<file path="config.mk">
export PLATFORM = sky130hd
export DESIGN_NAME = tap_serializer
export DESIGN_NICKNAME = d
export VERILOG_FILES = /design/src/rtl/tap_serializer_pkg.sv /design/src/rtl/sat_counter.sv /design/src/rtl/tap_serializer.sv
export SDC_FILE = /design/constraint.sdc
export NUM_CORES = 1
export LEC_CHECK = 0
export ABC_AREA = 1
export CORE_UTILIZATION = 50
export CTS_CLUSTER_DIAMETER = 80
export CTS_CLUSTER_SIZE = 40
export DETAILED_ROUTE_END_ITERATION = 16
export HOLD_SLACK_MARGIN = 0.05
export PLACE_DENSITY = 0.82
export SKIP_LAST_GASP = 1
export SYNTH_ARGS = -nofsm -noshare
export SYNTH_HDL_FRONTEND = slang
export SYNTH_SLANG_ARGS = --single-unit
</file>
<file path="constraint.sdc">
create_clock -name clock -period 8 [get_ports clock]
set_clock_uncertainty 0.05 [all_clocks]
set_input_delay 2 -clock clock [delete_from_list [all_inputs] [get_ports clock]]
set_output_delay 2 -clock clock [all_outputs]
set_load 0.02 [all_outputs]
</file>
<file path="src/rtl/tap_serializer_pkg.sv">
// Shared types and constants for the tap serializer: FSM states, tap tags and
// the default tap width.
package tap_serializer_pkg;

  typedef enum logic {
    IDLE = 1'b0,
    SEND = 1'b1
  } state_t;

  localparam logic [1:0] TAG_T1 = 2'd0;
  localparam logic [1:0] TAG_T2 = 2'd1;
  localparam logic [1:0] TAG_T4 = 2'd2;
  localparam logic [1:0] TAG_T7 = 2'd3;

  localparam int DATA_WIDTH_DEFAULT = 16;

endpackage

</file>
<file path="src/rtl/sat_counter.sv">
// Saturating up-counter: clr wins over inc, and the count sticks at all-ones.
module sat_counter #(
  parameter int WIDTH = 8
) (
  input  logic             clock,
  input  logic             inc,
  input  logic             clr,
  output logic [WIDTH-1:0] count
);

  // NOTE: sequential state uses non-blocking assignments only, so every
  // flop samples its inputs from before the clock edge.
  always_ff @(posedge clock) begin
    if (clr) begin
      count <= '0;
    end else if (inc && (count != '1)) begin
      count <= count + WIDTH'(1);
    end
  end

endmodule

</file>
<file path="src/rtl/tap_serializer.sv">
// Captures four delay-line taps into a frame and emits them as tagged beats.
// Optional out_parity port is enabled by defining TAP_SERIALIZER_PARITY_EN.
module tap_serializer
  import tap_serializer_pkg::*;
#(
  parameter int DATA_WIDTH = DATA_WIDTH_DEFAULT,
  parameter int DROP_WIDTH = 8
) (
  input  logic                  clock,
  input  logic                  rst,
  input  logic                  sample,
  input  logic [DATA_WIDTH-1:0] tap_1,
  input  logic [DATA_WIDTH-1:0] tap_2,
  input  logic [DATA_WIDTH-1:0] tap_4,
  input  logic [DATA_WIDTH-1:0] tap_7,
  input  logic                  out_ready,
  output logic                  out_valid,
  output logic [DATA_WIDTH-1:0] out_data,
  output logic [1:0]            out_tag,
  output logic                  busy,
  output logic [DROP_WIDTH-1:0] drop_count
`ifdef TAP_SERIALIZER_PARITY_EN
  ,
  output logic                  out_parity
`endif
);

  state_t                state;
  state_t                state_next;
  logic [DATA_WIDTH-1:0] frame [4];
  logic [1:0]            idx;
  logic                  capture;
  logic                  transfer;
  logic                  drop;

  always_ff @(posedge clock) begin
    if (rst) begin
      state <= IDLE;
    end else begin
      state <= state_next;
    end
  end

  // NOTE: every combinational output gets a default first, so no path
  // through the case can leave a signal unassigned and infer a latch.
  always_comb begin
    state_next = state;
    capture    = 1'b0;
    transfer   = 1'b0;
    drop       = 1'b0;
    out_valid  = 1'b0;
    out_data   = '0;
    out_tag    = '0;
    unique case (state)
      IDLE: begin
        if (sample) begin
          capture    = 1'b1;
          state_next = SEND;
        end
      end
      SEND: begin
        out_valid = 1'b1;
        out_data  = frame[idx];
        out_tag   = idx;
        transfer  = out_ready;
        // The last beat leaving frees the frame, so a coincident sample
        // refills it back-to-back instead of being dropped.
        if (transfer && (idx == TAG_T7)) begin
          if (sample) begin
            capture = 1'b1;
          end else begin
            state_next = IDLE;
          end
        end else if (sample) begin
          drop = 1'b1;
        end
      end
      default: state_next = IDLE;
    endcase
  end

  assign busy = (state == SEND);

  // NOTE: the frame is only four words and must read back as zero after
  // reset, so it is built from resettable flops rather than a RAM.
  always_ff @(posedge clock) begin
    if (rst) begin
      idx <= TAG_T1;
      for (int i = 0; i < 4; i++) begin
        frame[i] <= '0;
      end
    end else if (capture) begin
      frame[TAG_T1] <= tap_1;
      frame[TAG_T2] <= tap_2;
      frame[TAG_T4] <= tap_4;
      frame[TAG_T7] <= tap_7;
      idx           <= TAG_T1;
    end else if (transfer) begin
      idx <= idx + 2'd1;
    end
  end

  sat_counter #(
    .WIDTH(DROP_WIDTH)
  ) u_drop_counter (
    .clock(clock),
    .inc  (drop),
    .clr  (rst),
    .count(drop_count)
  );

`ifdef TAP_SERIALIZER_PARITY_EN
  assign out_parity = out_valid & (^out_data);
`endif

endmodule

</file>
# Yosys cells after proc, flatten, opt, wreduce, memory -nomap -nowiden
# Memory sizes are Yosys's and may differ from the RTL's. A register that Yosys moved wholly into a read port is not among the register bits.
# Index checks and enable logic that the tools add are counted.
[word_totals] regBits=11 ramBits=64 inputBits=68 out_inout_bits=28 wordCells=38 n_memories=1
[op_classes] n_addsub=2 n_eq_ne=2 muxes=22 bitwise=5 n_reduce_logical=3
[memory_table] name="frame" words=4 word_bits=16 rd=1 rd_clocked_by_memory_dff=1 wr=4 line="tap_serializer.sv:30" text="logic [DATA_WIDTH-1:0] frame [4];"
[op_table] operator="16-bit 2-to-1 mux" count=5
[op_table] operator="1-bit 2-to-1 mux" count=12
[op_table] operator="8-bit by 1-bit adder with 8-bit output (second input constant)" count=1
[op_table] operator="8-bit != test (second input constant)" count=1
[op_table] operator="2-bit 2-to-1 mux" count=3
[op_table] operator="1-bit OR" count=4
[op_table] operator="1-bit case mux with 2 select lines" count=2
[op_table] operator="2-bit by 1-bit adder with 2-bit output (second input constant)" count=1
[op_table] operator="2-bit == test (second input constant)" count=1
[op_table] operator="1-bit logical AND" count=2
[op_table] operator="2-bit OR reduction" count=1
[op_table] operator="1-bit inverter" count=1

# Logic depth before layout (Yosys ltp)
# Gate-level depths: netlist of the first run.
[logic_depth] depth_word=8 mapped_depth=8 ltp_nobuf=8

# Hierarchy
# From an unflattened synthesis of the first run, not the netlist that was laid out.
[hier_totals] hier_cells=492 hier_area_um2=4112.7
[by_module_without_submodules] module="tap_serializer" instances=1 cells_per_inst=415 area_per_inst_um2=3628.5 seq_area_each_um2=2021.9
[by_module_without_submodules] module="sat_counter" instances=1 cells_per_inst=77 area_per_inst_um2=484.2 seq_area_each_um2=160.2

# Worst setup path before layout of the first run
# Ideal clock, no wire load.
[synth_path] kind="input -> register" from="in out_ready" to="mem frame[0][0] (netlist bit) (enable)" setup_time_ps=426 arrival_time_ps=3688 required_time_ps=7524 setup_slack_ps=3836 path_stages=4 path_buffers=0 cell_sequence="nand2_1 > nand2_4 > nand2_1 > nand2_1"
[synth_rtl] element="from (decl)" line="tap_serializer.sv:16" text="input logic out_ready,"
[synth_rtl] element="to (decl)" line="tap_serializer.sv:30"

==> results of run 1 <==
synthesized netlist by cell type, drive strengths merged:
master	n
nor2	150
inv	75
edfxtp	64
o21ai	34
nand2	26
a21oi	22
buf	13
dfxtp	13
nand3	11
clkbuf	5
ha	2
nand4	1
nor3	1
xor2	1
logic make-up after synthesis:
| logic type | share of synthesized area [%] |
|---|---|
| flip-flops | 59.8 |
| AND/OR/NAND/NOR | 21.3 |
| buffers and inverters | 10.2 |
| AO/OA/AOI/OAI | 7.69 |
| adder cells (fa/ha/maj) | 0.686 |
| XOR/XNOR | 0.240 |
power by group:
| part | total (mW) | switching, mW | internal (mW) |
|---|---|---|---|
| Clock | 0.315 | 0.141 | 0.174 |
| Sequential | 0.473 | 0.0112 | 0.462 |
| Combinational | 0.110 | 0.0557 | 0.0539 |
| Total | 0.898 | 0.208 | 0.690 |
sequential cells by signal, indices dropped and copies added, names as in the netlist, named ones only:
signal / flops
frame: 64
idx: 2
busy: 1
u_drop_counter.count: 8
per-layer routing:
| layer | share of wire, % | global-route usage (%) | wire length (µm) |
|---|---|---|---|
| met5 | 0 | 0 | 0 |
| met4 | 2.0 | 8.20 | 155 |
| met3 | 5.2 | 3.41 | 410 |
| met2 | 51 | 38.0 | 4000 |
| met1 | 42 | 27.2 | 3310 |
area by class of cell:
class,count,area [µm²],share of cell area (%)
clock buffer,9,124,2.55
sequential,77,2180,45.0
tap,96,120,2.48
multi-input combinational,248,1090,22.6
inverter,75,282,5.80
timing repair buffer,96,958,19.8
clock inverter,7,90.1,1.86
worst max-delay path: stages, from the launching register on:
cell and delay, ns:
dfxtp_1 1.07, inv_2 0.45, o21ai_0 0.33, a21oi_1 0.13
clkdlybuf4s50_1 0.57
per-stage QoR:
stage                     area, µm²  setup WS (ns)  hold WS, ns
final                          4850           3.04        0.468
after global routing           4850           2.82        0.499
after CTS                      4850           3.00        0.466
after detailed placement       4640           3.39        0.465
after global placement         4640           3.43        0.434
after floorplan                3650           3.84        0.420
cell usage in the layout, fill, tap and decap left out:
cell	netlist	final
a21oi_1	22	22
buf_4	2	1
bufinv_16	0	2
clkbuf_8	0	9
clkdlybuf4s50_1	0	95
clkinv_2	0	3
clkinvlp_4	0	2
dfxtp_1	13	13
edfxtp_1	64	64
ha_1	2	2
inv_1	72	72
inv_2	3	3
nand2_1	23	22
nand2_2	2	3
nand2_4	1	1
nand3_1	9	9
nand3_2	1	1
nand3_4	1	1
nand4_1	1	1
nor2_1	147	147
nor2_2	2	2
nor2_8	1	1
nor3_1	1	1
o21ai_0	29	29
o21ai_1	5	5
xor2_1	1	1
worst max-delay path by stage:
stage | end | depth (start not counted)
after floorplan | frame[0][0]$_SDFFCE_PN0P_ | 4
after global placement | out_data[4] | 4
after detailed placement | out_data[4] | 4
after CTS | out_data[4] | 4
after global routing | out_data[2] | 4
final | out_data[0] | 4
==> impl_metrics.py, run 1 <==
metrics = {
    "synth": {
        "synth_nets": 488,
        "synth_area_leaders": "edfxtp_1 53%, nor2_1 15%, inv_1 7.4%",
        "yosys_register_bits": 77,
        "postSynthAreaPerCell_um2": 8.72,
        "synth.top_cell.area_share_pct": 52.7,
        "syn_inst": 418,
        "synth_largest_area_cell": "edfxtp_1",
        "yosys_warnings": 0,
        "yosysSeqAreaShare_pct": 59.8,
        "synth.distinct_cells": 24,
        "syn-cell-area_mm2": 0.00365,
    },
    "layout": {
        "nFillCells": 533,
        "area_growth_pct": 33.0,
        "final_nets": 577,
        "layout-drive-gt1-share_pct": 5.66,
        "antenna_cells": 0,
        "utilization_pct": 70.2,
        "fin_cells": 608,
    },
    "clock_tree": {
        "cts_buffers": 9,
        "clock_path_buffers": 2,
        "cts_tree": "built",
        "clockRootBuffer": "clkbuf_8",
        "cts.sinks": 77,
        "path_clk_slew_ns": 0.09,
        "cts_setup_buffers": 0,
        "cts_hold_buffers": 0,
        "clk_latency_ns": 0.34,
        "post_cts_resized": 0,
        "htreeDepth": 3,
    },
    "timing": {
        "max_freq_mhz": 202,
        "slew_viol_final": 0,
        "tns_ns": 0,
        "worst_pin_slew_ns": 1.11,
        "grt_setup_unrepaired": "false",
        "finalHoldViolCount": 0,
        "period_share_pct": 62.0,
        "timing.slew.headroom_pct": 25.6,
        "finalCriticalPeriod_ns": 4.96,
        "setup_viol": 0,
    },
    "grt": {
        "grt_pass1_vias": 2813,
        "grt_max_degree": 68,
        "track_usage_pct": 21.8,
        "antenna_found_initial": 0,
        "gr-total-overflow": 0,
        "grt_pass1_wl_um": 12600,
    },
    "floorplan": {
        "start_util_pct": 52.8,
        "pin_count": 96,
        "die_w_um": 87.4,
        "core-area_mm2": 0.00691,
        "num_rows": 30,
        "dieArea_mm2": 0.00764,
        "die-height_um": 87.4,
    },
    "worst_setup_path": {
        "timing.rr.end": "frame[1][1]$_SDFFCE_PN0P_",
        "critPathKind": "reg -> out",
        "worstPathRequired_ns": 5.95,
        "path_max_fanout": 33,
        "r2r_cells": 6,
        "reg2reg_setup_slack_ns": 5.98,
        "start_kind": "register",
        "cp.arrival_ns": 2.91,
        "reg2reg_from": "idx[0]$_SDFFE_PP0P_",
        "crit_path_end_kind": "primary output",
    },
    "placement": {
        "post-place-cells": 592,
        "io_buffer_count": 95,
        "gp_congestion": 0.837,
        "dpl.hpwl_um": 5420,
    },
    "power": {
        "power.density_mw_per_mm2": 185,
        "max-vdd-ir-drop_v": 0.000145,
        "p_leak_nw": 2.07,
        "finalPower_mw": 0.898,
    },
    "worst_hold_path": {
        "hold_path_depth": 2,
        "hold_path_class": "reg -> reg",
        "min_from": "idx[1]$_SDFFE_PP0P_",
    },
    "routing": {
        "drc": 0,
        "dr_total_vias": 2969,
        "drt_iter0_markers": 226,
        "dr.pass1.iters": 5,
        "vias_per_cell": 4.88,
        "wl_per_cell_um": 13.0,
        "ant_nets": 0,
        "routed_wirelength_um": 7880,
    },
    "status": {
        "run_status": "finished clean",
    },
    "run": {
        "max-cap-violations": 0,
    },
}
Note: power is estimated with default switching activity, not from simulation.
==> run 2: changes to the inputs <==
- CORE_UTILIZATION: 50 -> 49
- PLACE_DENSITY: 0.82 -> 0.8
- clock period: 8 -> 5.1 ns (I/O delays scaled with it)
==> impl_metrics.py, run 2 (same netlist as run 1, synthesis figures left out) <==
metrics = {
    "worst_setup_path": {
        "reg2reg_from": "idx[0]$_SDFFE_PP0P_",
        "worstPathRequired_ns": 3.77,
        "r2r_cells": 6,
        "cp.arrival_ns": 2.54,
        "crit_path_end_kind": "primary output",
        "path_max_fanout": 20,
        "timing.rr.end": "frame[1][14]$_SDFFCE_PN0P_",
        "start_kind": "register",
        "reg2reg_setup_slack_ns": 2.91,
        "critPathKind": "reg -> out",
    },
    "layout": {
        "antenna_cells": 0,
        "regMostFlops": "frame",
        "final_nets": 579,
        "layout-drive-gt1-share_pct": 5.84,
        "largest_reg_flops": 64,
        "mostFrequentLayoutCell": "nor2_1",
        "area_growth_pct": 33.2,
        "largest_registers": "frame x64, u_drop_counter.count x8, idx x2",
        "layout_common_cells": "147 x nor2_1, 95 x clkdlybuf4s50_1, 72 x inv_1",
    },
    "grt": {
        "grt_pass1_vias": 2804,
        "track_usage_pct": 22.0,
        "gr-total-overflow": 0,
        "grt_max_degree": 65,
        "grt_pass1_wl_um": 12700,
        "antenna_found_initial": 0,
    },
    "placement": {
        "place_ws_ns": 1.59,
        "gp_congestion": 0.817,
        "dpl.hpwl_um": 5860,
        "io_buffer_count": 95,
    },
    "timing": {
        "final_critical_path_setup_slack_ns": 1.23,
        "setup_viol": 0,
        "max_freq_mhz": 259,
        "tns_ns": 0,
        "timing.slew.headroom_pct": 51.3,
        "period_share_pct": 75.9,
        "slew_viol_final": 0,
        "finalHoldViolCount": 0,
        "grt_setup_unrepaired": "false",
        "worst_pin_slew_ns": 0.728,
        "finalCriticalPeriod_ns": 3.87,
    },
    "power": {
        "seqPwrFrac_pct": 54.0,
        "switchingPower_mw": 0.334,
        "combPwrFrac_pct": 12.7,
        "p_sw_share_pct": 24.3,
        "p_int_mw": 1.04,
        "power.density_mw_per_mm2": 283,
        "clkPwrFrac_pct": 33.3,
        "p_leak_nw": 2.06,
        "max-vdd-ir-drop_v": 0.000137,
    },
    "routing": {
        "drc": 0,
        "routed_wirelength_um": 8100,
        "wl_per_cell_um": 13.2,
        "drt_iter0_markers": 242,
        "ant_nets": 0,
        "dr.pass1.iters": 4,
        "vias_per_cell": 4.77,
        "dr_total_vias": 2927,
    },
    "floorplan": {
        "dieArea_mm2": 0.00779,
        "pin_count": 96,
        "die-height_um": 88.3,
        "die_w_um": 88.3,
        "num_rows": 31,
        "start_util_pct": 50.5,
        "core-area_mm2": 0.00721,
    },
    "run": {
        "max-cap-violations": 0,
    },
    "clock_tree": {
        "path_clk_slew_ns": 0.08,
        "post_cts_resized": 0,
        "clockRootBuffer": "clkbuf_8",
        "cts_buffers": 9,
        "cts_tree": "built",
        "clk_latency_ns": 0.35,
        "cts.sinks": 77,
        "cts_setup_buffers": 0,
        "clock_path_buffers": 2,
        "cts_hold_buffers": 0,
        "htreeDepth": 3,
    },
    "worst_hold_path": {
        "hold_path_class": "reg -> reg",
        "min_from": "idx[1]$_SDFFE_PP0P_",
        "hold_path_depth": 2,
    },
    "status": {
        "run_status": "finished clean",
    },
}
## run 2: changes by cell type in the layout (fill, tap and decap cells not counted)
cell | previous run | this run
clkbuf_1 | 0 | 1
bufinv_16 | 2 | 1
clkinv_4 | 0 | 2
inv_6 | 0 | 1
clkinv_2 | 3 | 0
buf_4 | 1 | 3
## run 2: per-stage QoR
stage	hold WS, ns	cell area [µm²]	total power [mW]	utilization [%]	instances
finish	0.478	4850	1.37	67.3	613
global route	0.504	4850	1.43	67.3	613
CTS	0.482	4850	1.38	67.3	613
detailed placement	0.473	4660	0.932	64.5	597
global placement	0.444	4660	0.929	64.5	597
floorplan	0.420	3650	0.836	-	418
## run 2: layout make-up
| class | instances | area (µm²) |
|---|---|---|
| Tap cell | 99 | 124 |
| Clock inverter | 6 | 71.3 |
| Inverter | 75 | 282 |
| Sequential cell | 77 | 2180 |
| Clock buffer | 10 | 128 |
| Timing Repair Buffer | 98 | 973 |
| Fill cell | 590 | 2360 |
| Multi-Input combinational cell | 248 | 1090 |
## run 2: power by group through the flow
| stage | Clock [mW] | Sequential, mW | Combinational, mW |
|---|---|---|---|
| 2_1_floorplan | 0 | 0.751 | 0.0857 |
| 3_3_place_gp | 0 | 0.756 | 0.172 |
| 3_5_place_dp | 0 | 0.757 | 0.175 |
| 4_1_cts | 0.465 | 0.743 | 0.176 |
| 5_1_grt | 0.487 | 0.746 | 0.193 |
| 6_report | 0.457 | 0.742 | 0.175 |
## run 2: worst max path at each step
stage / startpoint / to / slack, ns / cells past startpoint
floorplan: out_ready / frame[0][0]$_SDFFCE_PN0P_ / 1.66 / 4
global placement: register / out_data[2] / 1.68 / 6
detailed placement: register / out_data[2] / 1.59 / 6
CTS: register / out_data[2] / 1.20 / 6
global route: register / out_data[4] / 1.04 / 6
finish: register / out_data[2] / 1.23 / 6
## run 2: worst max-delay path, stage by stage (launching register included)
cell             delay [ns]
dfxtp_1                0.74
buf_4                  0.33
nor2_1                 0.07
nor2_1                 0.11
o21ai_0                0.11
a21oi_1                0.20
clkdlybuf4s50_1        0.64
## run 2: layer usage
layer / vias up / share of wire, % / global-route usage, %
met5: - / 0 / 0
met4: 0 / 0.98 / 7.48
met3: 9 / 6.4 / 4.48
met2: 93 / 50 / 37.8
met1: 1337 / 42 / 27.8
li1: 1488 / - / -
